`config.mk`:
```
export PLATFORM = sky130hd
export DESIGN_NAME = ref_stream_loader
export DESIGN_NICKNAME = d
export VERILOG_FILES = /design/src/rtl/ref_stream_loader.sv
export SDC_FILE = /design/constraint.sdc
export NUM_CORES = 1
export LEC_CHECK = 0
export CAP_MARGIN = 20
export CORE_AREA = 10 10 92 94
export CTS_CLUSTER_SIZE = 25
export DETAILED_ROUTE_END_ITERATION = 10
export DIE_AREA = 0 0 102 104
export GPL_TIMING_DRIVEN = 1
export PLACE_DENSITY = 0.82
export SETUP_SLACK_MARGIN = 0.2
export SLEW_MARGIN = 20
export SYNTH_ARGS = -nofsm -noshare
export SYNTH_HDL_FRONTEND = slang
export SYNTH_SLANG_ARGS = --single-unit
```
`constraint.sdc`:
```
create_clock -name clk -period 4.97 [get_ports clk]
set_input_delay 0.994 -clock clk [delete_from_list [all_inputs] [get_ports clk]]
set_output_delay 0.994 -clock clk [all_outputs]
set_load 0.01 [all_outputs]
```
`src/rtl/ref_stream_loader.sv`:
```
// rtl/ref_stream_loader.sv - AXIS reference loader: header N, N samples + zero pad into ref FIFO, load_cmd to ping-pong memory.
// Optional REF_LOADER_STATS_EN adds stat_frames / stat_words counters.
module ref_stream_loader #(
  parameter int AXIS_WIDTH       = 32,
  parameter int REFMEM_PTR_WIDTH = 15,
  parameter int PAD_WORDS        = 2
) (
  input  logic                  clk,
  input  logic                  rst,
  input  logic [AXIS_WIDTH-1:0] s_axis_tdata,
  input  logic                  s_axis_tvalid,
  output logic                  s_axis_tready,
  input  logic                  s_axis_tlast,
  output logic                  fifo_wr_en,
  output logic [AXIS_WIDTH-1:0] fifo_din,
  input  logic                  fifo_full,
  input  logic                  fifo_clear,
  input  logic                  mem_busy,
  input  logic                  ref_load_done,
  output logic                  load_cmd,
  output logic [AXIS_WIDTH-1:0] ref_len,
  output logic                  loader_busy,
  output logic [2:0]            err_flags
`ifdef REF_LOADER_STATS_EN
  ,
  output logic [31:0]           stat_frames,
  output logic [31:0]           stat_words
`endif
);

  localparam int CNT_W = REFMEM_PTR_WIDTH + 1;
  localparam logic [CNT_W-1:0] MAX_N = CNT_W'(2**REFMEM_PTR_WIDTH - PAD_WORDS);
  localparam logic [CNT_W-1:0] PAD_N = CNT_W'(PAD_WORDS);
  localparam logic [CNT_W-1:0] ONE   = {{(CNT_W-1){1'b0}}, 1'b1};

  typedef enum logic [2:0] {
    IDLE, HDR, CMD, WAIT_CLR, STREAM, PAD, DRAIN, DONE
  } state_t;

  state_t           state_q, state_d;
  logic [CNT_W-1:0] len_q, len_d;
  logic [CNT_W-1:0] cnt_q, cnt_d;
  logic             last_seen_q, last_seen_d;
  logic             long_q, long_d;
  logic             bad_q, bad_d;
  logic [2:0]       err_q, err_d;

  logic [CNT_W-1:0] hdr_n;
  logic             hdr_bad;
  logic [CNT_W-1:0] cnt_inc;
  logic [CNT_W-1:0] pad_end;
  logic             can_write;

  assign hdr_n     = s_axis_tdata[REFMEM_PTR_WIDTH:0];
  assign hdr_bad   = (hdr_n == '0) || (hdr_n > MAX_N);
  assign cnt_inc   = cnt_q + ONE;
  // cnt keeps counting through PAD, so the frame ends at N + PAD_WORDS writes.
  assign pad_end   = len_q + PAD_N;
  assign can_write = !fifo_full && !fifo_clear;

  assign ref_len     = {{(AXIS_WIDTH-CNT_W){1'b0}}, len_q};
  assign loader_busy = (state_q != IDLE);
  assign err_flags   = err_q;

  always_ff @(posedge clk) begin
    if (rst) begin
      state_q     <= IDLE;
      len_q       <= '0;
      cnt_q       <= '0;
      last_seen_q <= 1'b0;
      long_q      <= 1'b0;
      bad_q       <= 1'b0;
      err_q       <= '0;
    end else begin
      state_q     <= state_d;
      len_q       <= len_d;
      cnt_q       <= cnt_d;
      last_seen_q <= last_seen_d;
      long_q      <= long_d;
      bad_q       <= bad_d;
      err_q       <= err_d;
    end
  end

  always_comb begin
    state_d       = state_q;
    len_d         = len_q;
    cnt_d         = cnt_q;
    last_seen_d   = last_seen_q;
    long_d        = long_q;
    bad_d         = bad_q;
    err_d         = err_q;
    s_axis_tready = 1'b0;
    fifo_wr_en    = 1'b0;
    fifo_din      = '0;
    load_cmd      = 1'b0;

    case (state_q)
      IDLE: begin
        if (s_axis_tvalid) state_d = HDR;
      end

      HDR: begin
        s_axis_tready = 1'b1;
        if (s_axis_tvalid) begin
          if (hdr_bad) begin
            err_d[0] = 1'b1;
            bad_d    = 1'b1;
            state_d  = s_axis_tlast ? IDLE : DRAIN;
          end else begin
            len_d       = hdr_n;
            cnt_d       = '0;
            long_d      = 1'b0;
            bad_d       = 1'b0;
            // A frame that ends on its header gets all N words as zeros.
            last_seen_d = s_axis_tlast;
            if (s_axis_tlast) err_d[1] = 1'b1;
            state_d     = CMD;
          end
        end
      end

      CMD: begin
        if (!mem_busy) begin
          load_cmd = 1'b1;
          state_d  = WAIT_CLR;
        end
      end

      WAIT_CLR: begin
        if (!fifo_clear) state_d = last_seen_q ? PAD : STREAM;
      end

      STREAM: begin
        s_axis_tready = can_write;
        if (s_axis_tvalid && can_write) begin
          fifo_wr_en = 1'b1;
          fifo_din   = s_axis_tdata;
          cnt_d      = cnt_inc;
          if (cnt_inc == len_q) begin
            if (!s_axis_tlast) begin
              err_d[2] = 1'b1;
              long_d   = 1'b1;
            end
            state_d = PAD;
          end else if (s_axis_tlast) begin
            err_d[1] = 1'b1;
            state_d  = PAD;
          end
        end
      end

      PAD: begin
        if (can_write) begin
          fifo_wr_en = 1'b1;
          cnt_d      = cnt_inc;
          if (cnt_inc == pad_end) state_d = long_q ? DRAIN : DONE;
        end
      end

      DRAIN: begin
        s_axis_tready = 1'b1;
        if (s_axis_tvalid && s_axis_tlast) state_d = bad_q ? IDLE : DONE;
      end

      DONE: begin
        if (ref_load_done) begin
          state_d = IDLE;
          cnt_d   = '0;
        end
      end

      default: state_d = IDLE;
    endcase
  end

`ifdef REF_LOADER_STATS_EN
  always_ff @(posedge clk) begin
    if (rst) begin
      stat_frames <= '0;
      stat_words  <= '0;
    end else begin
      if (state_q == DONE && ref_load_done) stat_frames <= stat_frames + 32'd1;
      if (state_q == STREAM && fifo_wr_en)  stat_words  <= stat_words + 32'd1;
    end
  end
`endif

endmodule

```
Yosys cells after proc, flatten, opt, wreduce, memory -nomap -nowiden:

Cells that the tools add are included.

* add/sub/neg operators: 2
* magnitude comparators: 1
* equality and inequality tests: 23
* multiplexer cells: 45
* bitwise operators: 2
* reductions and logical operators: 20

Operators with widths (count)
* $mux W16: 5
* $mux W32: 2
* $pmux W16 S4: 1
* $mux W3: 14
* $eq A16 B16 Y1: 2
* $ne A2 B2 Y1 const B: 13
* $pmux W3 S8: 1
* $mux W1: 17
* $add A16 B1 Y16 const B: 1
* $add A16 B2 Y16 const B: 1
* $gt A16 B15 Y1 const B: 1
* $logic_not A16 Y1: 1
* $eq A3 B3 Y1 const B: 4
* $reduce_and A6 Y1: 2
* $reduce_and A10 Y1: 1
* $pmux W1 S2: 4
* $eq A3 B2 Y1 const B: 2
* $reduce_and A3 Y1: 2
* $reduce_and A5 Y1: 1
* $reduce_and A4 Y1: 1
* $reduce_bool A4 Y1: 1
* $eq A3 B1 Y1 const B: 1
* $logic_and A1 B1 Y1: 3
* $logic_not A3 Y1: 1
* other kinds (9): 11

* register bits after elaboration: 41
* input port bits: 40
* output and inout port bits: 71
* word-level logic and storage cells: 102

Depth between registers and ports, before layout:

Gate-level depths: netlist (run 1).

* depth after elaboration: 5
* mapped depth: 10

Least setup slack after synthesis (run 1):

OpenSTA, ideal clock, no wires.

* kind: in2out
* start: in s_axis_tvalid
* end: out fifo_wr_en
* arrival time: 1.857 ns
* slack: 2.119 ns
* stages on the path: 5
* cells stage by stage: clkbuf_1 > o21a_1 > nand2_1 > inv_1 > clkbuf_1

* word-level cells in the longest chain between the ends: 3

Ends and longest elaborated chain
* from (decl): line 11 `input logic s_axis_tvalid,`
* $logic_and A1 B1 Y1: line 136 `if (s_axis_tvalid && can_write) begin`
* $mux W1: line 136
* $pmux W1 S2: line 98 `case (state_q)`
* to (decl): line 14 `output logic fifo_wr_en,`

No other way between the ends.

Final worst setup path (run 1):

* start: in fifo_clear
* end: out fifo_din[2]

* word-level cells in the longest chain between the ends: 5

Ends and longest elaborated chain
* from (decl): line 17 `input logic fifo_clear,`
* $logic_not A1 Y1
* $logic_and A1 B1 Y1: line 59 `assign can_write = !fifo_full && !fifo_clear;`
* $logic_and A1 B1 Y1: line 136
* $mux W32: line 136
* $mux W32: line 98
* to (decl): line 15 `output logic [AXIS_WIDTH-1:0] fifo_din,`

No other way between the ends.

==> flow_summary.toml, run 1 <==
[global_routing]
grt_max_degree = 33
first_global_vias = 3343
grt_antenna_before_repair = 0
gr-usage-all-layers_pct = 19.1
grt_first_pass_wirelength_mm = 16.6
grt_overflow = 0

[worst_setup_path]
critPathMaxStageDelay_ns = 0.67
critPathLaunchType = "input pin"
path_cells = "clkdlybuf4s50_1 > nor2_1 > and3_1 > and2_1 > clkdlybuf4s50_1"
path_class = "input pin to output port"
required_ns = 3.98
cp_max_fo = 32
end_kind = "output port"
slowest_stage = "and3_1"
critPathArrivalTime_ns = 3.13
cp_common_cell = "clkdlybuf4s50_1"

[cells_and_area]
drive_gt1_share_pct = 4.23
diodes = 0
final_nets = 538
fin_cells = 577
nFillCells = 565
post-route-cell-area_um2 = 4180
area_growth_pct = 29.6

[yosys]
syn-instance-count = 423
ys_seq_area_share_pct = 25.4
ys_types = 55
synth_area_leaders = "dfxtp_1 25%, xnor2_1 7.1%, and2_1 7.0%"
synth_top_cell_by_area = "dfxtp_1"
ys_ff_latch = 41
synth_ff_type = "dfxtp_1"
synth.cell_area_um2 = 3230
yosys_warnings = 0
synth_edf_count = 0
ys_async_sr_fraction_pct = 0
avgSynthCellArea_um2 = 7.63
yosysTopAreaCellShare_pct = 25.4

[cts]
h-tree-depth = 2
cts_sinks = 41
numCtsBuffers = 5
post-cts-setup-buffers = 0
ctsResizeCount = 0
ctsHoldBuffers = 0
cts_tree = "yes"
clkTransAtPathRegs_ns = 0.08
cts_buffer_depth = 2
root_buffer = "clkbuf_8"
clock_latency_ns = 0.30

[timing]
rsz0062_at_grt = "no"
drv_slew = 0
period_share_pct = 83.1
setup_viol = 0
finClkSkew_ns = 0.00492
period_minus_slack_ns = 4.13
max_freq_mhz = 242
tns_ns = 0
hold_viol = 0
tightest_slew_ns = 0.984
setup_ws_ns = 0.842
slew_headroom_pct = 34.2

[die]
row_count = 30
die_h_um = 104
fp.dieArea_um2 = 10600
initial_core_util_pct = 48.3
die_w_um = 102
core_um2 = 6680
ios = 111

[power_and_ir_drop]
p_sw_share_pct = 40.0
cellPowerDensity_nw_per_um2 = 273
p_switching_uw = 456
p_clk_share_pct = 19.4
pwr-share-seq_pct = 37.8
power_frac_comb_pct = 42.8
intPower_uw = 684
vdd_drop_max_mv = 0.143
p_leak_nw = 1.54

[detailed_routing]
drt_wl_total_mm = 10.4
routed-via-count = 3385
wl_per_cell_um = 18.0
drt_iter0_markers = 251
ant_nets = 0
drc = 0
first_pass_iters = 5
vias_per_cell = 5.87

[hold_path]
hold_class = "flip-flop to flip-flop"

[place]
dp.cells = 569
post-place-ws_ns = 0.835
gp_congestion = 0.944
io_buffers = 94
place_area_um2 = 4100
hpwl_mm = 8.22

[job]
drv_cap = 0

[run_status]
status = "finished clean"
cell usage after synthesis (all sizes together) (8+ instances only):
library cell and number:
nor2 42, clkbuf 21, nand4 14, o21ai 17, nand3 23, and2 36
dfxtp 41, xnor2 26, xor2 15, nor3 23, nand2 23, buf 24
mux2i 19, a311oi 8, a21oi 17
path summary, 6_finish.rpt:
kind / from / endpoint / slack (ns) / cells after the start
worst min register to register: err_flags[0] / err_flags[0] / 0.48 / 2
worst min-delay path: err_flags[0] / err_flags[0] / 0.48 / 2
worst max-delay path: fifo_clear / fifo_din[2] / 0.84 / 5
worst max register to register: cnt_q[0] / state_q[1] / 1.63 / 9
cell usage in the layout, fill, tap and decap left out, drive strengths merged, types with 8 or more instances in the layout:
cell type      instances
nor3                  23
nand3                 23
xnor2                 26
nand2                 23
and2                  36
conb                  16
xor2                  15
a21oi                 17
o21ai                 17
nor2                  42
mux2i                 19
a311oi                 8
clkdlybuf4s50         94
nand4                 14
dfxtp                 41
logic make-up (layout without fill, tap and decap cells):
logic type	Yosys count	count (layout)	synth area share, %
muxes	19	19	5.89
other	1	16	0.116
buffers and inverters	51	110	8.26
DFF	41	41	25.4
adders and majority gates	2	2	0.775
and+or+nand+nor	196	196	33.2
AOI/OAI and AO/OA	72	72	15.2
xor gates and xnor gates	41	41	11.1
power groups by stage:
stage	Clock [mW]	Sequential, mW	Combinational [mW]
2_1_floorplan	0	0.393	0.365
3_3_place_gp	0	0.437	0.475
3_5_place_dp	0	0.436	0.485
4_1_cts	0.224	0.429	0.486
5_1_grt	0.236	0.440	0.539
6_report	0.222	0.431	0.488
sequential cells by signal, summed over array words and instances (netlist names):
signal,count
len_q,16
bad_q,1
last_seen_q,1
err_flags,3
cnt_q,16
state_q,3
long_q,1
critical path, delay by kind of cell:
family        cells  cell delay [ns]
buf+inv           2             1.00
simple gates      3             1.13
layout make-up:
class | instances | area [um^2] | share of cell area, %
Sequential cell | 41 | 821 | 19.6
Tap cell | 80 | 100 | 2.39
Inverter | 6 | 22.5 | 0.539
Multi-Input combinational cell | 346 | 2200 | 52.5
Clock inverter | 3 | 17.5 | 0.419
Clock buffer | 5 | 68.8 | 1.65
Timing Repair Buffer | 96 | 956 | 22.9
stage by stage:
step	total power [mW]	hold slack, ns	utilization (%)
2_1_floorplan	0.759	0.464	-
6_report	1.14	0.480	62.6
3_5_place_dp	0.921	0.465	61.3
3_3_place_gp	0.912	0.455	61.3
4_1_cts	1.14	0.484	62.6
5_1_grt	1.22	0.520	62.6
routing by layer:
layer / vias to the layer above / routed length (um) / GRT usage [%]
met5: - / 0 / 0
met4: 0 / 224 / 6.55
met3: 19 / 1490 / 10.7
met2: 188 / 4700 / 30.0
met1: 1550 / 3990 / 21.0
li1: 1628 / - / -
No activity file was read; power rests on OpenSTA's default activity.
==> run 2: changes to the inputs <==
--- a/config.mk
+++ b/config.mk
@@ -6,12 +6,12 @@
 export NUM_CORES = 1
 export LEC_CHECK = 0
 export CAP_MARGIN = 20
-export CORE_AREA = 10 10 92 94
+export CORE_AREA = 10 10 99 101
 export CTS_CLUSTER_SIZE = 25
 export DETAILED_ROUTE_END_ITERATION = 10
-export DIE_AREA = 0 0 102 104
+export DIE_AREA = 0 0 109 111
 export GPL_TIMING_DRIVEN = 1
-export PLACE_DENSITY = 0.82
+export PLACE_DENSITY = 0.74
 export SETUP_SLACK_MARGIN = 0.2
 export SLEW_MARGIN = 20
 export SYNTH_ARGS = -nofsm -noshare
==> constraint.sdc (replaced) <==
create_clock -name clk -period 3.5 [get_ports clk]
set_input_delay 0.7 -clock clk [delete_from_list [all_inputs] [get_ports clk]]
set_output_delay 0.7 -clock clk [all_outputs]
set_load 0.01 [all_outputs]
==> run 2 against run 1 <==
  * Largest cell class unchanged
  * Highest routed layer unchanged
  * Via count increased by 1.5%
  * Core utilization is 8.5 points lower
  * Setup slack got worse by 0.47 ns
  * Routed wire length is 3.1% higher
==> flow_summary.toml, run 2 (same netlist as run 1, synthesis figures left out) <==
[run_status]
status = "finished clean"

[timing]
hold_viol = 0
slew_headroom_pct = 41.8
finClkSkew_ns = 0.00437
period_minus_slack_ns = 3.13
drv_slew = 0
setup_ws_ns = 0.370
tightest_slew_ns = 0.870
tns_ns = 0
setup_viol = 0
fin_hold_ws_ns = 0.479
period_share_pct = 89.4
max_freq_mhz = 319
rsz0062_at_grt = "no"

[cts]
cts_tree = "yes"
root_buffer = "clkbuf_8"
cts_buffer_depth = 2
numCtsBuffers = 5
ctsHoldBuffers = 0
h-tree-depth = 2
post-cts-setup-buffers = 0
cts_sinks = 41
ctsResizeCount = 0
clkTransAtPathRegs_ns = 0.08
clock_latency_ns = 0.30

[die]
initial_core_util_pct = 40.5
die_h_um = 111
die_w_um = 109
core_um2 = 7970
ios = 111
row_count = 33
fp.dieArea_um2 = 12100

[worst_setup_path]
slowest_stage = "clkdlybuf4s50_1"
critPathArrivalTime_ns = 2.43
r2r_start = "cnt_q[3]"
end_kind = "output port"
cp_common_cell = "clkdlybuf4s50_1"
path_class = "input pin to output port"
cp_max_fo = 32
crit_family = "buffers and inverters"
r2r_cells = 8
cp.buffers_inverters = 3
critPathLaunchType = "input pin"
r2r_end = "state_q[1]"
path_cells = "clkdlybuf4s50_1 > nor2_2 > and3_1 > buf_6 > and2_1 > clkdlybuf4s50_1"
critPathMaxStageDelay_ns = 0.55
r2r_slack_ns = 0.41
required_ns = 2.80

[detailed_routing]
dr_wl_met2_mm = 4.87
ant_nets = 0
wl_met1_mm = 4.25
dr.max_layer_used = "met4"
routed-via-count = 3436
wl_per_cell_um = 17.5
drc = 0
vias_per_cell = 5.61
met3_wirelength_mm = 1.33
drt_wl_total_mm = 10.7
drt_iter0_markers = 190
first_pass_iters = 5

[global_routing]
grt_first_pass_wirelength_mm = 17.1
first_global_vias = 3353
gr-usage-all-layers_pct = 17.3
grt_overflow = 0
grt_antenna_before_repair = 0
grt_max_degree = 33

[power_and_ir_drop]
pwr-share-seq_pct = 34.8
vdd_drop_max_mv = 0.180
p_clk_share_pct = 20.3
p_sw_share_pct = 38.4
p_switching_uw = 651
intPower_mw = 1.04
p_leak_nw = 1.60
power_frac_comb_pct = 44.9
cellPowerDensity_nw_per_um2 = 393
report.power.total_mw = 1.69

[cells_and_area]
final_util_pct = 54.1
final_common_cell = "clkdlybuf4s50_1"
top_regs = "cnt_q (16), len_q (16)"
fin_cells = 612
area_growth_pct = 33.6
drive_gt1_share_pct = 6.51
diodes = 0
post-route-cell-area_um2 = 4310
final_nets = 548
layout_common_cells = "94 x clkdlybuf4s50_1, 41 x dfxtp_1, 40 x nor2_1"

[hold_path]
hold_path_depth = 2
hold_class = "flip-flop to flip-flop"
min_from = "err_flags[0]"
min_to = "err_flags[0]"

[place]
gp_congestion = 0.883
post-place-ws_ns = 0.275
hpwl_mm = 8.59
place_area_um2 = 4200
io_buffers = 94
dp.cells = 604

[job]
drv_cap = 0
-- run 2: cell types whose count changed in the layout (fill, tap and decap cells not counted), sizes merged --
cell and delta:
clkinv -1, clkbuf +2, clkinvlp -1, buf +10
-- run 2: tightest hold or removal path, cell delays in order (launching register included) --
cell,delay [ns]
dfxtp_1,0.33
a31oi_1,0.05
nor2_1,0.07
-- run 2: how the worst max path moves through the flow --
stage | cells past startpoint | startpoint | to
after detailed placement | 6 | fifo_clear | fifo_din[9]
after CTS | 6 | fifo_clear | fifo_din[7]
final | 6 | fifo_clear | fifo_din[7]
after global placement | 6 | fifo_clear | fifo_din[10]
after floorplan | 10 | cnt_q[1] | state_q[1]
after global routing | 6 | fifo_clear | fifo_din[27]
-- run 2: final cells by class --
class,instances,area [um^2]
clock buffers,7,96.3
clock inverters,1,5.00
fillers,733,3660
inverters,6,22.5
multi-input cells,346,2200
flip-flops and latches,41,821
well taps,105,131
repair buffers,106,1030
-- run 2: metal layers --
metal,track usage [%],up-vias
met5,0,-
met4,5.36,0
met3,8.49,26
met2,27.8,174
met1,19.4,1587
li1,-,1649
-- run 2: power groups by stage --
stage / logic, mW / registers (mW) / clock network, mW
after floorplan: 0.519 / 0.558 / 0
after global placement: 0.740 / 0.596 / 0
after detailed placement: 0.755 / 0.598 / 0
after CTS: 0.757 / 0.588 / 0.346
after global routing: 0.826 / 0.601 / 0.370
final: 0.761 / 0.589 / 0.344
